## src/rtl/muldiv_unit.sv

```systemverilog
// muldiv_unit: RV32M multiply/divide, iterating one bit per cycle on operand magnitudes.
// Define MULDIV_FAST_MUL_EN for a single-cycle multiply path; division stays iterative.
module muldiv_unit (
    input  logic        clk,
    input  logic        rst_n,
    input  logic        start,
    input  logic [2:0]  op,
    input  logic [31:0] a,
    input  logic [31:0] b,
    input  logic        flush,
    output logic        busy,
    output logic        done,
    output logic [31:0] result
);
    typedef enum logic [1:0] {
        IDLE = 2'd0,
        CALC = 2'd1,
        DONE = 2'd2
    } state_t;

    function automatic logic [31:0] neg32(input logic [31:0] v, input logic en);
        return en ? (~v + 32'd1) : v;
    endfunction

    function automatic logic [63:0] neg64(input logic [63:0] v, input logic en);
        return en ? (~v + 64'd1) : v;
    endfunction

    state_t      state_r;
    logic        busy_r;
    logic        done_r;
    logic [31:0] result_r;
    logic [5:0]  cnt_r;
    logic [2:0]  op_r;
    logic [63:0] acc_r;
    logic [31:0] dvs_r;
    logic        neg_a_r;
    logic        neg_b_r;
    logic        b_zero_r;

    logic        accept_s;
    logic        sa_s;
    logic        sb_s;
    logic        neg_a_s;
    logic        neg_b_s;
    logic [31:0] mag_a_s;
    logic [31:0] mag_b_s;
    logic [32:0] mul_sum_s;
    logic [32:0] div_rs_s;
    logic [32:0] div_diff_s;
    logic [63:0] acc_next_s;
    logic [63:0] prod_fix_s;
    logic [31:0] quo_s;
    logic [31:0] rem_s;
    logic [31:0] fix_result_s;
    logic        fast_s;
    logic        last_s;

`ifdef MULDIV_FAST_MUL_EN
    logic [31:0] a_raw_r;
    logic [31:0] b_raw_r;
    logic [63:0] a_ext_s;
    logic [63:0] b_ext_s;
    logic [63:0] fast_prod_s;

    // 33x33 signed product, operands sign-extended to 64 bits
    always_comb begin
        a_ext_s     = {{32{neg_a_r}}, a_raw_r};
        b_ext_s     = {{32{neg_b_r}}, b_raw_r};
        fast_prod_s = $signed(a_ext_s) * $signed(b_ext_s);
        fast_s      = ~op_r[2];
        prod_fix_s  = fast_s ? fast_prod_s : neg64(acc_r, neg_a_r ^ neg_b_r);
    end
`else
    // Iterative product only; sign applied to the magnitude result
    always_comb begin
        fast_s     = 1'b0;
        prod_fix_s = neg64(acc_r, neg_a_r ^ neg_b_r);
    end
`endif

    // Accept qualification and operand magnitudes
    always_comb begin
        accept_s = (state_r == IDLE) && start && !flush;
        sa_s     = op[2] ? ~op[0] : (op[1:0] != 2'b11);
        sb_s     = op[2] ? ~op[0] : ~op[1];
        neg_a_s  = sa_s & a[31];
        neg_b_s  = sb_s & b[31];
        mag_a_s  = neg32(a, neg_a_s);
        mag_b_s  = neg32(b, neg_b_s);
    end

    // One shift-add (multiply) or restoring-subtract (divide) step
    always_comb begin
        mul_sum_s  = {1'b0, acc_r[63:32]} + (acc_r[0] ? {1'b0, dvs_r} : 33'd0);
        div_rs_s   = {acc_r[63:32], acc_r[31]};
        div_diff_s = div_rs_s - {1'b0, dvs_r};
        if (!op_r[2]) begin
            acc_next_s = {mul_sum_s, acc_r[31:1]};
        end else if (!div_diff_s[32]) begin
            acc_next_s = {div_diff_s[31:0], acc_r[30:0], 1'b1};
        end else begin
            acc_next_s = {div_rs_s[31:0], acc_r[30:0], 1'b0};
        end
    end

    // Sign fix-up and result selection; divide by zero forces an all-ones quotient
    always_comb begin
        last_s = fast_s || (cnt_r == 6'd32);
        quo_s  = b_zero_r ? 32'hFFFF_FFFF : neg32(acc_r[31:0], neg_a_r ^ neg_b_r);
        rem_s  = neg32(acc_r[63:32], neg_a_r);
        case (op_r)
            3'b000:                 fix_result_s = prod_fix_s[31:0];
            3'b001, 3'b010, 3'b011: fix_result_s = prod_fix_s[63:32];
            3'b100, 3'b101:         fix_result_s = quo_s;
            3'b110, 3'b111:         fix_result_s = rem_s;
            default:                fix_result_s = 32'd0;
        endcase
    end

    // Control FSM with registered outputs and datapath registers
    always_ff @(posedge clk or negedge rst_n) begin
        if (!rst_n) begin
            state_r  <= IDLE;
            busy_r   <= 1'b0;
            done_r   <= 1'b0;
            result_r <= 32'd0;
            cnt_r    <= 6'd0;
            op_r     <= 3'd0;
            acc_r    <= 64'd0;
            dvs_r    <= 32'd0;
            neg_a_r  <= 1'b0;
            neg_b_r  <= 1'b0;
            b_zero_r <= 1'b0;
`ifdef MULDIV_FAST_MUL_EN
            a_raw_r  <= 32'd0;
            b_raw_r  <= 32'd0;
`endif
        end else begin
            case (state_r)
                IDLE: begin
                    done_r <= 1'b0;
                    if (accept_s) begin
                        state_r  <= CALC;
                        busy_r   <= 1'b1;
                        cnt_r    <= 6'd0;
                        op_r     <= op;
                        acc_r    <= {32'd0, mag_a_s};
                        dvs_r    <= mag_b_s;
                        neg_a_r  <= neg_a_s;
                        neg_b_r  <= neg_b_s;
                        b_zero_r <= (b == 32'd0);
`ifdef MULDIV_FAST_MUL_EN
                        a_raw_r  <= a;
                        b_raw_r  <= b;
`endif
                    end
                end
                CALC: begin
                    if (flush) begin
                        state_r <= IDLE;
                        busy_r  <= 1'b0;
                    end else if (last_s) begin
                        state_r  <= DONE;
                        done_r   <= 1'b1;
                        result_r <= fix_result_s;
                    end else begin
                        acc_r <= acc_next_s;
                        cnt_r <= cnt_r + 6'd1;
                    end
                end
                DONE: begin
                    state_r <= IDLE;
                    busy_r  <= 1'b0;
                    done_r  <= 1'b0;
                end
                default: begin
                    state_r <= IDLE;
                    busy_r  <= 1'b0;
                    done_r  <= 1'b0;
                end
            endcase
        end
    end

    assign busy   = busy_r;
    assign done   = done_r;
    assign result = result_r;
endmodule

```

## config.mk

```make
export PLATFORM = sky130hd
export DESIGN_NAME = muldiv_unit
export DESIGN_NICKNAME = d
export VERILOG_FILES = /design/src/rtl/muldiv_unit.sv
export SDC_FILE = /design/constraint.sdc
export NUM_CORES = 1
export LEC_CHECK = 0
export ABC_AREA = 1
export BUFFER_PORTS_ARGS = -buffer_cell sky130_fd_sc_hd__clkbuf_2
export CORE_ASPECT_RATIO = 1.1
export CORE_MARGIN = 2
export CORE_UTILIZATION = 42
export CTS_CLUSTER_DIAMETER = 120
export CTS_CLUSTER_SIZE = 14
export DETAILED_ROUTE_END_ITERATION = 10
export HOLD_SLACK_MARGIN = 0.06
export PLACE_DENSITY = 0.6
export SLEW_MARGIN = 20
export SYNTH_ARGS = -nofsm -noshare
export SYNTH_HDL_FRONTEND = slang
export SYNTH_SLANG_ARGS = --single-unit
```

## constraint.sdc

```tcl
create_clock -name clk -period 4.6 [get_ports clk]
set_clock_uncertainty 0.05 [all_clocks]
set_input_delay 0.69 -clock clk [delete_from_list [all_inputs] [get_ports clk]]
set_output_delay 0.69 -clock clk [all_outputs]
set_load 0.05 [all_outputs]
```

Yosys cells after proc, flatten, opt, wreduce, memory -nomap -nowiden
Index checks and enable logic that the tools add are counted.

storage, ports and cells
  flip-flop bits (word level) = 144
  bits in latches = 0
  RAM bits = 0
  ROM bits = 0
  output and inout bits = 34
  word-level logic and storage cells = 92
  memories = 0

operators by class
  add/sub/neg operators = 8
  multiply operators = 0
  divide/modulo/power cells = 0
  order comparisons = 0
  eq/ne operators = 16
  shifts and indexed selects = 0
  multiplexer cells = 30
  bitwise gates (word level) = 11
  reductions and logical operators = 16

operator list
  cell                                                  count
  two-way mux 64 bit                                    6
  two-way mux 32 bit                                    6
  adder 32 x 1 -> 32 bit (second input constant)        4
  NOT 32 bit                                            4
  case mux 32 bit (4 select lines)                      1
  case mux 64 bit (2 select lines)                      1
  adder 64 x 1 -> 64 bit (second input constant)        1
  NOT 64 bit                                            1
  adder 32 x 32 -> 33 bit                               1
  subtractor 33 x 32 -> 33 bit                          1
  zero test 32 bit                                      1
  two-way mux 6 bit                                     3
  equality test 3 bit (second input constant)           4
  inequality test 2 bit (second input constant)         6
  case mux 6 bit (2 select lines)                       1
  AND reduction 2 bit                                   4
  two-way mux 1 bit                                     7
  adder 6 x 1 -> 6 bit (second input constant)          1
  equality test 3 x 2 -> 1 bit (second input constant)  2
  equality test 6 bit (second input constant)           1
  two-way mux 2 bit                                     3
  case mux 2 bit (2 select lines)                       1
  AND reduction 4 bit                                   1
  OR reduction 2 bit                                    2
  other kinds (14)                                      18

Logic depth before layout (Yosys ltp)
  word-level depth = 6
  depth in mapped cells = 22
  gate-level depth less buffers = 20

Least setup slack after synthesis
Ideal clock, no wire load.

  kind = register to register
  from = register acc_r[0]
  to = register acc_r[61]
  setup time = 116 ps
  arrival time = 2403 ps
  required time = 4434 ps
  slack = 2030 ps
  stages on the path, launching flop included = 22
  path buffers = 2
  period minus slack after synthesis = 2570 ps
  path through = dfrtp_1 buf_6 clkbuf_1 nand2_1 inv_1 ha_1 inv_1 fa_1 inv_1 nand3_1 nand3_1 nand2_1 nand2_1 nand2_1 nand2_1 nand2_1 nand3_1 nand3_1 nand2_1 inv_1 nand2_1 nand2_1

on the way
  word-level cells in the longest chain between the ends = 6

ends and longest elaborated chain
  item                              RTL line  source
  from (decl)                       35        logic [63:0] acc_r;
  from (signal assigned)            148       acc_r <= {32'd0, mag_a_s};
  from (signal assigned)            168       acc_r <= acc_next_s;
  two-way mux 32 bit                95        mul_sum_s = {1'b0, acc_r[63:32]} + (acc_r[0] ? {1'b0, dvs_r} : 33'd0);
  adder 32 x 32 -> 33 bit           95
  two-way mux 64 bit                98        if (!op_r[2]) begin
  two-way mux 64 bit                163       end else if (last_s) begin
  two-way mux 64 bit                160       if (flush) begin
  case mux 64 bit (2 select lines)  140       case (state_r)

Every way passes these cells. The select of a mux whose other input is x is not followed.
A chain may end at the register's enable or synchronous reset.

Worst setup path in the final report
Ends and elaborated chain as after synthesis.

==> impl_metrics.json <==
{
  "synthesis.area_per_instance_sq_um": 5.41,
  "dr.pass1.iters": 8,
  "setup.reg_to_reg.worst_slack_ns": 1.10,
  "report.final.slew_viol_count": 0,
  "highest-signal-layer": "met5",
  "crit_path_max_fanout": 19,
  "die_boundary_width_um": 200,
  "critical_path_class": "flop to flop",
  "antennaDiodeCount": 0,
  "cts_tree": "yes",
  "power_frac_clock_pct": 12.6,
  "drt.antenna.violating_nets": 0,
  "post-cts-setup-buffers": 0,
  "met3WireLength_mm": 4.83,
  "yosysMostFrequentCell": "sky130_fd_sc_hd__nand2_1",
  "routed_length_on_met1_mm": 30.7,
  "power_report.internal_total_mw": 4.66,
  "cts_hold_repair.buffers": 0,
  "numClockSinks": 144,
  "tightest_slew_ns": 1.01,
  "met2_length_mm": 38.6,
  "ys_top_cells_by_area": "sky130_fd_sc_hd__nand2_1, sky130_fd_sc_hd__dfrtp_1, sky130_fd_sc_hd__inv_1",
  "coreArea_sq_um": 42000,
  "groute.usage.overall_pct": 36.9,
  "grt_max_degree": 85,
  "max_ir_drop_vdd_mv": 0.407,
  "synthCells": 3281,
  "critical_path.startpoint_type": "flop",
  "die_y_um": 220,
  "cts.reportedPaths.clkPinSlew_ns": 0.07,
  "reg2reg_from": "acc_r[0]$_DFFE_PN0P_",
  "initialDrtViolationCount": 1721,
  "first_global_vias": 20300,
  "hold_class": "input pin to asynchronous set/reset pin",
  "power.density_nw_per_um2": 604,
  "wire_per_inst_um": 20.4,
  "arrival_ns": 3.83,
  "synth_ff_type": "sky130_fd_sc_hd__dfrtp_1",
  "yosysTopAreaCellShare_pct": 25.1,
  "route.vias.total": 21400,
  "r2r-end": "acc_r[61]$_DFFE_PN0P_",
  "gp_congestion": 1.12,
  "timing.critical_path.from": "acc_r[0]$_DFFE_PN0P_",
  "min_period_over_period_pct": 76.1,
  "postSynth.asyncResetShare_pct": 100,
  "htree_num_levels": 4,
  "pwr-share-seq_pct": 19.2,
  "rsz0062_at_grt": "false",
  "numCtsBuffers": 17,
  "final_layout_size_suffix_gt1_share_pct": 6.43,
  "setup-tns-final_ns": 0,
  "max-cap-violations": 0,
  "power.share.switching_pct": 60.3,
  "synthesis.area_sq_um": 17700,
  "grt_pass1_wl_mm": 120,
  "finalSetupViolations": 0,
  "wl_mm": 80.3,
  "netlist_top_cells_count": "sky130_fd_sc_hd__nand2_1, sky130_fd_sc_hd__inv_1, sky130_fd_sc_hd__nor2_1, sky130_fd_sc_hd__nand3_1, sky130_fd_sc_hd__o21ai_0",
  "clock_insertion_delay_worst_skew_ns": 0.50,
  "effective_utilization_at_floorplan_pct": 42.2,
  "share_of_the_yosys_chip_area_belonging_to_registers_pct": 20.3,
  "cp-end-kind": "flop",
  "detailed_place_hpwl_mm": 64.8,
  "grt_antenna_before_repair": 1,
  "max_clock_freq_mhz": 286,
  "io-pin-count": 105,
  "switchingPower_mw": 7.09,
  "final_period_minus_worst_setup_slack_ns": 3.50,
  "report.final.hold_viol_count": 0,
  "number_of_enable_type_register_cells_in_the_synthesized_netlist": 0,
  "stdcell_area_sq_um": 19400,
  "globalRoute.totalOverflow": 0,
  "final_net_count": 3491,
  "io_buffers": 104,
  "synthDistinctLibCells": 49,
  "standard_cell_row_count": 79,
  "post-synth-top-area-cell": "sky130_fd_sc_hd__nand2_1",
  "syn-num-nets": 3424,
  "detail_route.drc_violations": 0,
  "cts_resized": 0,
  "critPathRequiredTime_ns": 4.94,
  "combinational_power_share_pct": 68.2,
  "worst_setup_path_endpoint": "acc_r[61]$_DFFE_PN0P_",
  "synth.yosys.warnings": 0,
  "yosys_register_bits": 144,
  "fp.dieArea_sq_um": 43900,
  "timing.reg2reg.worst_path_depth": 19,
  "area_growth_syn_to_layout_pct": 9.56,
  "status": "complete, no violations",
  "worst_slew_margin_rel_pct": 32.3,
  "post_dp_cell_area_sq_um": 18900,
  "clk_path_buf_depth": 2,
  "route.detailed.vias_per_inst": 5.45,
  "cts-root-buf": "sky130_fd_sc_hd__clkbuf_16",
  "leakage_nw": 11.0
}
[critical path, cell delays in order (launching register included)]
cell	delay, ns
sky130_fd_sc_hd__dfrtp_1	0.90
sky130_fd_sc_hd__nand2_1	0.11
sky130_fd_sc_hd__inv_1	0.09
sky130_fd_sc_hd__ha_1	0.38
sky130_fd_sc_hd__inv_1	0.11
sky130_fd_sc_hd__fa_1	0.39
sky130_fd_sc_hd__inv_1	0.15
sky130_fd_sc_hd__nand3_1	0.08
sky130_fd_sc_hd__nand3_1	0.22
sky130_fd_sc_hd__nand2_1	0.09
sky130_fd_sc_hd__nand2_1	0.13
sky130_fd_sc_hd__nand2_1	0.07
sky130_fd_sc_hd__nand2_1	0.15
sky130_fd_sc_hd__nand2_1	0.09
sky130_fd_sc_hd__nand3_1	0.09
sky130_fd_sc_hd__nand3_1	0.07
sky130_fd_sc_hd__nand2_1	0.08
sky130_fd_sc_hd__inv_1	0.04
sky130_fd_sc_hd__nand2_1	0.05
sky130_fd_sc_hd__nand2_1	0.05
[power by group through the flow]
stage          sequential, mW  combinational [mW]  clock (mW)
2_1_floorplan            1.89                5.36           0
3_3_place_gp             2.25                7.84           0
3_5_place_dp             2.25                7.83           0
4_1_cts                  2.23                7.87        1.51
5_1_grt                  2.27                8.80        1.56
6_report                 2.25                8.01        1.48
[registers in the layout, summed over array words and instances, names as in the netlist, 2 cells and up]
register  count
cnt_r         6
acc_r        64
dvs_r        32
op_r          3
state_r       2
result       32
[per-stage QoR]
step	setup slack [ns]	util, %	cells	hold WS, ns	total power, mW
4_1_cts	1.11	46.3	3928	0.253	11.6
3_5_place_dp	1.13	44.9	3896	0.416	10.1
6_report	1.10	46.3	3928	0.244	11.7
3_3_place_gp	1.20	44.9	3896	0.411	10.1
5_1_grt	0.786	46.3	3928	0.304	12.6
2_1_floorplan	2.03	-	3281	0.344	7.25
[logic make-up (layout without fill, tap and decap cells)]
| family | Yosys count | count (layout) | share of synthesized area [%] |
|---|---|---|---|
| and+or+nand+nor | 1994 | 1994 | 46.2 |
| DFF | 144 | 144 | 20.3 |
| buffers and inverters | 615 | 695 | 13.4 |
| xor gates and xnor gates | 64 | 64 | 3.16 |
| AOI/OAI and AO/OA | 392 | 392 | 11.7 |
| adders and majority gates | 72 | 72 | 5.16 |
[worst min path at each step]
stage	startpoint	end	slack, ns
global route	rst_n	result[16]$_DFFE_PN0P_	0.30
CTS	rst_n	result[10]$_DFFE_PN0P_	0.25
detailed placement	result[2]$_DFFE_PN0P_	result[2]$_DFFE_PN0P_	0.42
global placement	result[2]$_DFFE_PN0P_	result[2]$_DFFE_PN0P_	0.41
floorplan	rst_n	acc_r[0]$_DFFE_PN0P_	0.34
finish	rst_n	result[10]$_DFFE_PN0P_	0.24
[cells in the final DEF (no fill, tap or decap), drive strengths merged, types with 39 or more instances in the layout]
| cell type | netlist | layout |
|---|---|---|
| dfrtp | 144 | 144 |
| clkbuf | 56 | 121 |
| nor3 | 39 | 39 |
| inv | 521 | 527 |
| nand4 | 42 | 42 |
| nand2 | 1202 | 1202 |
| a21oi | 156 | 156 |
| xor2 | 44 | 44 |
| nand3 | 299 | 299 |
| o21ai | 182 | 182 |
| ha | 70 | 70 |
| nor2 | 383 | 383 |
[cell type report]
type	count	area, sq um
Clock inverter	14	154
Clock buffer	18	439
Multi-Input combinational cell	2522	11800
Sequential cell	144	3600
Timing Repair Buffer	138	795
Inverter	525	1970
Fill cell	4768	22600
Tap cell	567	709
[metal layers]
metal / vias up / GRT usage (%)
met1: 9911 / 41.8
li1: 10400 / -
met5: - / 0
met4: 2 / 25.8
met3: 246 / 6.40
met2: 823 / 63.0
Power figures use the tool's default switching activity.
